$ cat src/rtl/reg_bank_pkg.sv
// Shared definitions for the register-bank write arbiter.
// Contents:
//  DW, AW, NREG : default data width, address width and register count
//  idx_w(n)     : width of an index that can address n requesters (at least 1)
package reg_bank_pkg;

  localparam int DW   = 8;
  localparam int AW   = 2;
  localparam int NREG = 3;

  function automatic int idx_w(input int n);
    return (n <= 2) ? 1 : $clog2(n);
  endfunction

endpackage

$ cat src/rtl/reg_bank_wr_arbiter_rr.sv
// Combinational round-robin picker.
// Ports:
//  req  in  NREQ  pending requests
//  ptr  in  IW    highest-priority index for this cycle
//  en   in  1     0 = grant nothing
//  gnt  out NREQ  one-hot grant (or zero)
//  win  out IW    index of the granted requester (0 when none)
//  any  out 1     a grant was issued
module rr_arbiter
  import reg_bank_pkg::*;
#(
  parameter int NREQ = 3,
  parameter int IW   = idx_w(NREQ)
) (
  input  logic [NREQ-1:0] req,
  input  logic [IW-1:0]   ptr,
  input  logic            en,
  output logic [NREQ-1:0] gnt,
  output logic [IW-1:0]   win,
  output logic            any
);

  int unsigned idx;

  // NOTE: every output gets a default at the top of the block so that no
  // path leaves it unassigned; otherwise synthesis infers a latch.
  always_comb begin
    gnt = '0;
    win = '0;
    any = 1'b0;
    idx = 0;
    // Scan from ptr upward, wrapping; the first pending request wins.
    for (int k = 0; k < NREQ; k++) begin
      idx = (int'(ptr) + k) % NREQ;
      if (en && !any && req[idx]) begin
        any = 1'b1;
        win = IW'(idx);
      end
    end
    if (any) gnt[win] = 1'b1;
  end

endmodule

$ cat src/rtl/reg_bank_wr_arbiter.sv
// Register bank shared by NREQ write requesters through a round-robin arbiter.
// Ports:
//  clk, rst_n  clock (rising edge), asynchronous active-low reset
//  freeze      1 = issue no grant this cycle
//  req_valid   per-requester write request
//  req_ready   per-requester grant, one-hot or zero, 0 during reset
//  req_addr    requester i register index at [i*AW +: AW]
//  req_data    requester i write data at [i*DW +: DW]
//  q_flat      bank contents, register r at [r*DW +: DW]
//  gnt_valid   a transfer completed on the previous edge
//  gnt_id      index of the most recently granted requester
//  err_addr    previous transfer addressed a register beyond NREG
module reg_bank_wr_arbiter
  import reg_bank_pkg::*;
#(
  parameter int NREQ = 3,
  parameter int NREG = reg_bank_pkg::NREG,
  parameter int DW   = reg_bank_pkg::DW,
  parameter int AW   = reg_bank_pkg::AW
) (
  input  logic               clk,
  input  logic               rst_n,
  input  logic               freeze,
  input  logic [NREQ-1:0]    req_valid,
  output logic [NREQ-1:0]    req_ready,
  input  logic [NREQ*AW-1:0] req_addr,
  input  logic [NREQ*DW-1:0] req_data,
  output logic [NREG*DW-1:0] q_flat,
  output logic               gnt_valid,
  output logic [2:0]         gnt_id,
  output logic               err_addr
);

  localparam int IW = idx_w(NREQ);

  logic [IW-1:0]           ptr;
  logic [IW-1:0]           win;
  logic                    xfer;
  logic [AW-1:0]           sel_addr;
  logic [DW-1:0]           sel_data;
  logic                    addr_bad;
  logic [NREG-1:0][DW-1:0] q;

  // Gating with rst_n keeps ready low while reset is held, so no handshake
  // can be seen by a requester during reset.
  rr_arbiter #(.NREQ(NREQ), .IW(IW)) u_rr (
    .req (req_valid),
    .ptr (ptr),
    .en  (rst_n & ~freeze),
    .gnt (req_ready),
    .win (win),
    .any (xfer)
  );

  assign sel_addr = req_addr[int'(win)*AW +: AW];
  assign sel_data = req_data[int'(win)*DW +: DW];
  assign addr_bad = int'(sel_addr) >= NREG;
  assign q_flat   = q;

  // NOTE: the bank is small and its contents must read as zero after reset,
  // so each register is reset like ordinary control state rather than being
  // left as an unreset RAM.
  for (genvar r = 0; r < NREG; r++) begin : g_bank
    always_ff @(posedge clk or negedge rst_n) begin
      if (!rst_n)                              q[r] <= '0;
      else if (xfer && int'(sel_addr) == r)    q[r] <= sel_data;
    end
  end

  // NOTE: sequential state uses non-blocking assignments so every flop
  // samples pre-edge values regardless of statement order.
  always_ff @(posedge clk or negedge rst_n) begin
    if (!rst_n) begin
      ptr       <= '0;
      gnt_valid <= 1'b0;
      gnt_id    <= '0;
      err_addr  <= 1'b0;
    end else begin
      gnt_valid <= xfer;
      err_addr  <= xfer & addr_bad;
      if (xfer) begin
        ptr    <= (int'(win) == NREQ - 1) ? '0 : win + 1'b1;
        gnt_id <= 3'(win);
      end
    end
  end

endmodule

$ cat config.mk
export PLATFORM = sky130hd
export DESIGN_NAME = reg_bank_wr_arbiter
export DESIGN_NICKNAME = d
export VERILOG_FILES = /design/src/rtl/reg_bank_pkg.sv /design/src/rtl/reg_bank_wr_arbiter_rr.sv /design/src/rtl/reg_bank_wr_arbiter.sv
export SDC_FILE = /design/constraint.sdc
export NUM_CORES = 1
export LEC_CHECK = 0
export ABC_AREA = 0
export CAP_MARGIN = 10
export CORE_MARGIN = 2
export CORE_UTILIZATION = 46
export CTS_CLUSTER_DIAMETER = 100
export CTS_CLUSTER_SIZE = 30
export DETAILED_ROUTE_END_ITERATION = 16
export HOLD_SLACK_MARGIN = 0.15
export PLACE_DENSITY = 0.85
export SLEW_MARGIN = 40
export SYNTH_ARGS = -nofsm -noshare
export SYNTH_HDL_FRONTEND = slang
export SYNTH_HIERARCHICAL = 1
export SYNTH_SLANG_ARGS = --single-unit
$ cat constraint.sdc
create_clock -name clk -period 7.9 [get_ports clk]
set_input_delay 1.58 -clock clk [delete_from_list [all_inputs] [get_ports clk]]
set_output_delay 1.58 -clock clk [all_outputs]
set_load 0.02 [all_outputs]
### Word level (Yosys, flattened, before mapping)

Cells that the tools add are included.

* word-level logic and storage cells: 55
* bits in registers: 30
* output and inout bits: 32
* input bits: 36

* divide/modulo/power cells: 3
* $add $sub $neg: 3
* order comparisons: 6
* shift-type cells: 2
* reductions and logical operators: 12
* multiplexer cells: 16
* bitwise gates (word level): 3
* equal/unequal tests: 3

Operators by type and width (count)
* 32-bit by 3-bit less-than comparator with 1-bit output, second input constant: 3
* 32-bit by 3-bit remainder unit with 32-bit output, second input constant: 2
* 3-bit by 3-bit remainder unit with 32-bit output, second input constant: 1
* 24-bit by 6-bit indexed part select with 8-bit output: 1
* 1-bit logical AND: 9
* 2-bit 2-to-1 mux: 4
* 1-bit 2-to-1 mux: 7
* 1-bit binary-select mux with 2-bit select: 3
* 2-bit equality test, second input constant: 3
* 6-bit by 4-bit indexed part select with 2-bit output: 1
* 2-bit by 1-bit adder with 3-bit output, second input constant: 1
* 2-bit by 2-bit adder with 3-bit output, second input constant: 1
* 2-bit by 3-bit less-than comparator with 1-bit output, second input constant: 1
* 3-bit 2-to-1 mux: 1
* 2-bit by 1-bit adder with 2-bit output, second input constant: 1
* 1-bit bitwise AND: 2
* 1-bit demux with 2-bit select: 1
* 2-bit by 1-bit >= comparator with 1-bit output, second input constant: 1
* 2-bit >= comparator, second input constant: 1
* 1-bit logical NOT: 2
* 2-bit logical NOT: 1
* 1-bit NOT: 1

### Longest topological paths before layout

* depth in word-level cells: 18
* gate-level depth with buffers: 11
* mapped depth without buffers: 10

### By module

The synthesis kept the hierarchy.

By module, submodules not included
* reg_bank_wr_arbiter: area an instance 1362.6 µm², instances 1, cells each 101, sequential area each 750.7 µm²
* rr_arbiter: area an instance 269.0 µm², instances 1, cells each 35, sequential area each 0.0 µm²

### Least setup slack after synthesis

OpenSTA, ideal clock, no wires.

* path type: input to output
* start point: in req_valid[1]
* end point: out req_ready[0]
* path slack: 3.524 ns
* buffers on the path: 0
* cell stages on the path: 4
* required time: 6.320 ns
* arrival: 2.796 ns
* cells stage by stage: mux2i_1 > o2bb2ai_2 > or4_4 > a211oi_2

* longest elaborated chain between the ends: 17
* elaborated cells on any way between the ends: 25
* those cells by class: order compare: 2; mux: 15; reduce/logical: 8

RTL lines
* start, declared: RTL line reg_bank_wr_arbiter.sv:24 `input logic [NREQ-1:0] req_valid,`
* 1-bit binary-select mux with 2-bit select: RTL line reg_bank_wr_arbiter_rr.sv:35 `if (en && !any && req[idx]) begin`
* 1-bit 2-to-1 mux (implied by the code): RTL line reg_bank_wr_arbiter_rr.sv:35
* 1-bit logical AND: RTL line reg_bank_wr_arbiter_rr.sv:35
* 1-bit 2-to-1 mux: RTL line reg_bank_wr_arbiter_rr.sv:35
* 1-bit logical NOT: RTL line reg_bank_wr_arbiter_rr.sv:35
* 1-bit logical AND (2 in series): RTL line reg_bank_wr_arbiter_rr.sv:35
* 1-bit 2-to-1 mux: RTL line reg_bank_wr_arbiter_rr.sv:35
* 1-bit logical NOT: RTL line reg_bank_wr_arbiter_rr.sv:35
* 1-bit logical AND (2 in series): RTL line reg_bank_wr_arbiter_rr.sv:35
* 2-bit 2-to-1 mux: RTL line reg_bank_wr_arbiter_rr.sv:35
* 2-bit by 3-bit less-than comparator with 1-bit output (implied by the code) / 2-bit by 1-bit >= comparator with 1-bit output (equally long branches): RTL line reg_bank_wr_arbiter_rr.sv:40 `if (any) gnt[win] = 1'b1;`
* 1-bit logical AND (implied by the code): RTL line reg_bank_wr_arbiter_rr.sv:40
* 1-bit 2-to-1 mux (implied by the code): RTL line reg_bank_wr_arbiter_rr.sv:40
* 1-bit demux with 2-bit select
* 3-bit 2-to-1 mux *: RTL line reg_bank_wr_arbiter_rr.sv:40
* end, declared: RTL line reg_bank_wr_arbiter.sv:25 `output logic [NREQ-1:0] req_ready,`

Mark *: on every way between the ends. The rest lies on a longest branch, timed or not. The select of a mux whose other input is x is not followed.

### Worst setup path in the final report

* start point: in rst_n
* end point: out req_ready[1]

* longest elaborated chain between the ends: 16
* elaborated cells on any way between the ends: 20
* those cells by class: order compare: 2; mux: 9; bitwise: 1; reduce/logical: 8

RTL lines
* start, declared: RTL line reg_bank_wr_arbiter.sv:22 `input logic rst_n,`
* 1-bit bitwise AND *: RTL line reg_bank_wr_arbiter.sv:49 `.en (rst_n & ~freeze),`
* 1-bit logical AND: RTL line reg_bank_wr_arbiter_rr.sv:35
* 1-bit 2-to-1 mux: RTL line reg_bank_wr_arbiter_rr.sv:35
* 1-bit logical NOT: RTL line reg_bank_wr_arbiter_rr.sv:35
* 1-bit logical AND (2 in series): RTL line reg_bank_wr_arbiter_rr.sv:35
* 1-bit 2-to-1 mux: RTL line reg_bank_wr_arbiter_rr.sv:35
* 1-bit logical NOT: RTL line reg_bank_wr_arbiter_rr.sv:35
* 1-bit logical AND (2 in series): RTL line reg_bank_wr_arbiter_rr.sv:35
* 2-bit 2-to-1 mux: RTL line reg_bank_wr_arbiter_rr.sv:35
* 2-bit by 3-bit less-than comparator with 1-bit output (implied by the code) / 2-bit by 1-bit >= comparator with 1-bit output (equally long branches): RTL line reg_bank_wr_arbiter_rr.sv:40
* 1-bit logical AND (implied by the code): RTL line reg_bank_wr_arbiter_rr.sv:40
* 1-bit 2-to-1 mux (implied by the code): RTL line reg_bank_wr_arbiter_rr.sv:40
* 1-bit demux with 2-bit select
* 3-bit 2-to-1 mux *: RTL line reg_bank_wr_arbiter_rr.sv:40

Mark *: on every way between the ends. The rest lies on a longest branch, timed or not.

==> metrics.md <==
| Metric | Value |
|---|---|
| Ys flop type | `dfrtp_1` |
| Peak VDD IR | `221 µV` |
| TritonCTS Sinks | `30` |
| Post-Syn Instances | `136` |
| P_sw | `~0.34 mW` |
| Worst Hold Class | `reg2reg` |
| Register area | `around 750 µm²` |
| Max-slew violations | `0` |
| Effective utilization at floorplan | `0.485` |
| Fmax | `179 MHz` |
| Synth top area share | `0.460` |
| GR Util All Layers | `0.223` |
| CP startpoint | `rst_n` |
| RSZ-0062 raised after global routing | `no` |
| Worst-path clk slew | `0.10 ns` |
| Antenna viol nets, final | `0` |
| CP Class | `in2out` |
| Crit end category | `output port` |
| Flop pwr share | `0.323` |
| P_leak | `0.973 nW` |
| Clock share of power | `0.099` |
| Post-synthesis cell type count | `32` |
| Cell row count | `21` |
| Ports | `between 60 and 70` |
| Die Y | `roughly 64 µm` |
| Crit path launch type | `input pin` |
| Nets | `about 250` |
| Largest net degree at the start of global routing | `32` |
| Number of fill cells | `between 200 and 250` |
| WHS Endpoint | `q_flat[19]` |
| Post-Syn Area | `0.00163 mm²` |
| Tcrit/Tclk final | `0.707` |
| Number of synthesized flops with an enable pin | `0` |
| Total CTS buffers | `5` |
| DP Wirelength | `3110 µm` |
| Drc violations | `0` |
| Routed Wire Length | `4140 µm` |
| Grt ovf | `0` |
| Worst r2r src | `ptr[1]` |
| Yosys reg bits | `30` |
| CP required | `6.32 ns` |
| Internal | `0.492 mW` |
| CTS tree | `yes` |
| Critical Path Fanout Max | `31` |
| Hold Fails Final Rpt | `0` |
| Area delta synth->final | `45.8%` |
| Status | `finished clean` |
| Total of max-cap violations | `0` |
| Min Tclk post-route | `5.58 ns` |
| Share of post-route cells with drive strength above 1 | `0.137` |
| Most common cell after layout, fill and taps aside | `clkdlybuf4s50_1` |
| CTS Buffer Depth | `2` |
| Worst slew pin tran | `around 0.53 ns` |
| PD cells | `352 mW/mm²` |
| Vias in the first global route | `1431` |
| Net Count, Synth | `176` |
| Post-cts sizing count | `0` |
| Async set or reset register ratio after synthesis | `1.00` |
| Synth top area cells | `dfrtp_1, mux2_1, mux2i_1, mux2_2, ha_1` |
| Core footprint | `roughly 0.0034 mm²` |
| Area of the multi-input gates | `836 µm²` |
| Overall power | `0.836 mW` |
| Hold Crit Depth | `1` |
| Drt first pass iters | `4` |
| Min-delay src | `q_flat[19]` |
| Initial antenna violation count | `0` |
| DRT iter0 DRCs | `69` |
| Seq/Total Area, Yosys | `0.460` |
| Worst rel slew slack | `0.644` |
| # hold bufs at CTS | `0` |
| R2R cell count | `10` |
| Switching part of the total | `0.412` |
| WP data arrival | `4.00 ns` |
| R2R setup slack | `about 4.2 ns` |
| Worst-skew pair later-pin latency | `0.33 ns` |
| Max Clock Skew | `0.0103 ns` |
| Port Buffers | `66` |
| Setup TNS | `0 ns` |
| Die ar. | `0.00404 mm²` |
| Die X | `63.6 µm` |
| Syn avg cell area | `12.0 µm²` |
| Comb pwr share | `0.578` |
| WL/cell | `16.5 µm` |
| Antenna Cells | `0` |
| Clk Tree Root Cell | `clkbuf_4` |
| # setup viols final | `0` |
| Setup repair bufs after CTS | `0` |
| GPL Wtd Cong | `0.877` |
| Vias/cell | `5.36` |
| Most frequent cells in the layout | `clkdlybuf4s50_1, dfrtp_1, mux2_1` |
| Yosys top cell by area | `dfrtp_1` |
| First-pass GRT wire length | `around 6800 µm` |
| Via count | `1346` |
| Ys Warns | `6` |
| RR Endpoint | `q_flat[21]` |
| H-Tree Level Count | `2` |
## how the worst max path moves through the flow
stage / cells after the start / end / slack, ns
2_1_floorplan: 4 / req_ready[0] / 3.52
3_3_place_gp: 10 / q_flat[21] / 2.44
3_5_place_dp: 10 / q_flat[21] / 2.34
4_1_cts: 7 / req_ready[1] / 2.36
5_1_grt: 7 / req_ready[1] / 2.12
6_report: 7 / req_ready[1] / 2.32
## cells in the mapped netlist, drive strengths merged, types with 2 or more instances
master    n
inv       5
nor2b     3
ha        4
buf       4
a21oi     2
nor2      2
a31o      4
mux2     27
o2bb2ai   4
and3      3
o21ai     9
dfrtp    30
nor3      3
mux2i    12
nand2    11
## per-layer routing
layer / up-vias / share of wire / GRT usage
li1: 628 / - / -
met1: 636 / 0.41 / 0.250
met2: 72 / 0.50 / 0.382
met3: 10 / 0.072 / 0.0679
met4: 0 / 0.023 / 0.111
met5: - / 0 / 0
## flip-flops by register name, summed over array words and instances (netlist names)
register and flops:
ptr 2, err_addr 1, gnt_id 2, q_flat 24, gnt_valid 1
## cells by family after synthesis
family | after synthesis | share of synthesized area
mux | 39 | 0.260
other cells | 1 | 0.00230
flops | 30 | 0.460
buf+inv | 10 | 0.0291
fa+ha+maj | 4 | 0.0307
simple gates | 27 | 0.101
compound gates | 25 | 0.117
## power groups by stage
stage	Sequential, mW	Combinational [mW]	Clock (mW)
floorplan	0.347	0.189	0
global placement	0.265	0.463	0
detailed placement	0.270	0.482	0
CTS	0.270	0.485	0.0840
global route	0.279	0.514	0.0909
finish	0.270	0.484	0.0824
## final cells by class
| class | instances | share of cell area |
|---|---|---|
| sequential | 30 | 0.316 |
| inverter | 5 | 0.00789 |
| timing repair buffer | 67 | 0.281 |
| multi-input combinational | 96 | 0.351 |
| clock buffer | 5 | 0.0158 |
| tap | 46 | 0.0242 |
| clock inverter | 2 | 0.00421 |
## metrics by stage
stage               instances  setup WS (ns)  instance area, µm²  hold WS (ns)   util
detailed placement        244           2.34                2330         0.480  0.692
CTS                       251           2.36                2380         0.502  0.706
global placement          244           2.44                2330         0.469  0.692
global route              251           2.12                2380         0.520  0.707
floorplan                 136           3.52                1630         0.507      -
finish                    251           2.32                2380         0.496  0.707
## critical path: stages
cell and delay, ns:
clkdlybuf4s50_1 0.45, buf_4 0.35, nor2b_1 0.34, nand3_1 0.11
o21ai_0 0.38, a31o_2 0.18, clkdlybuf4s50_1 0.60
No activity file was read; power rests on OpenSTA's default activity.
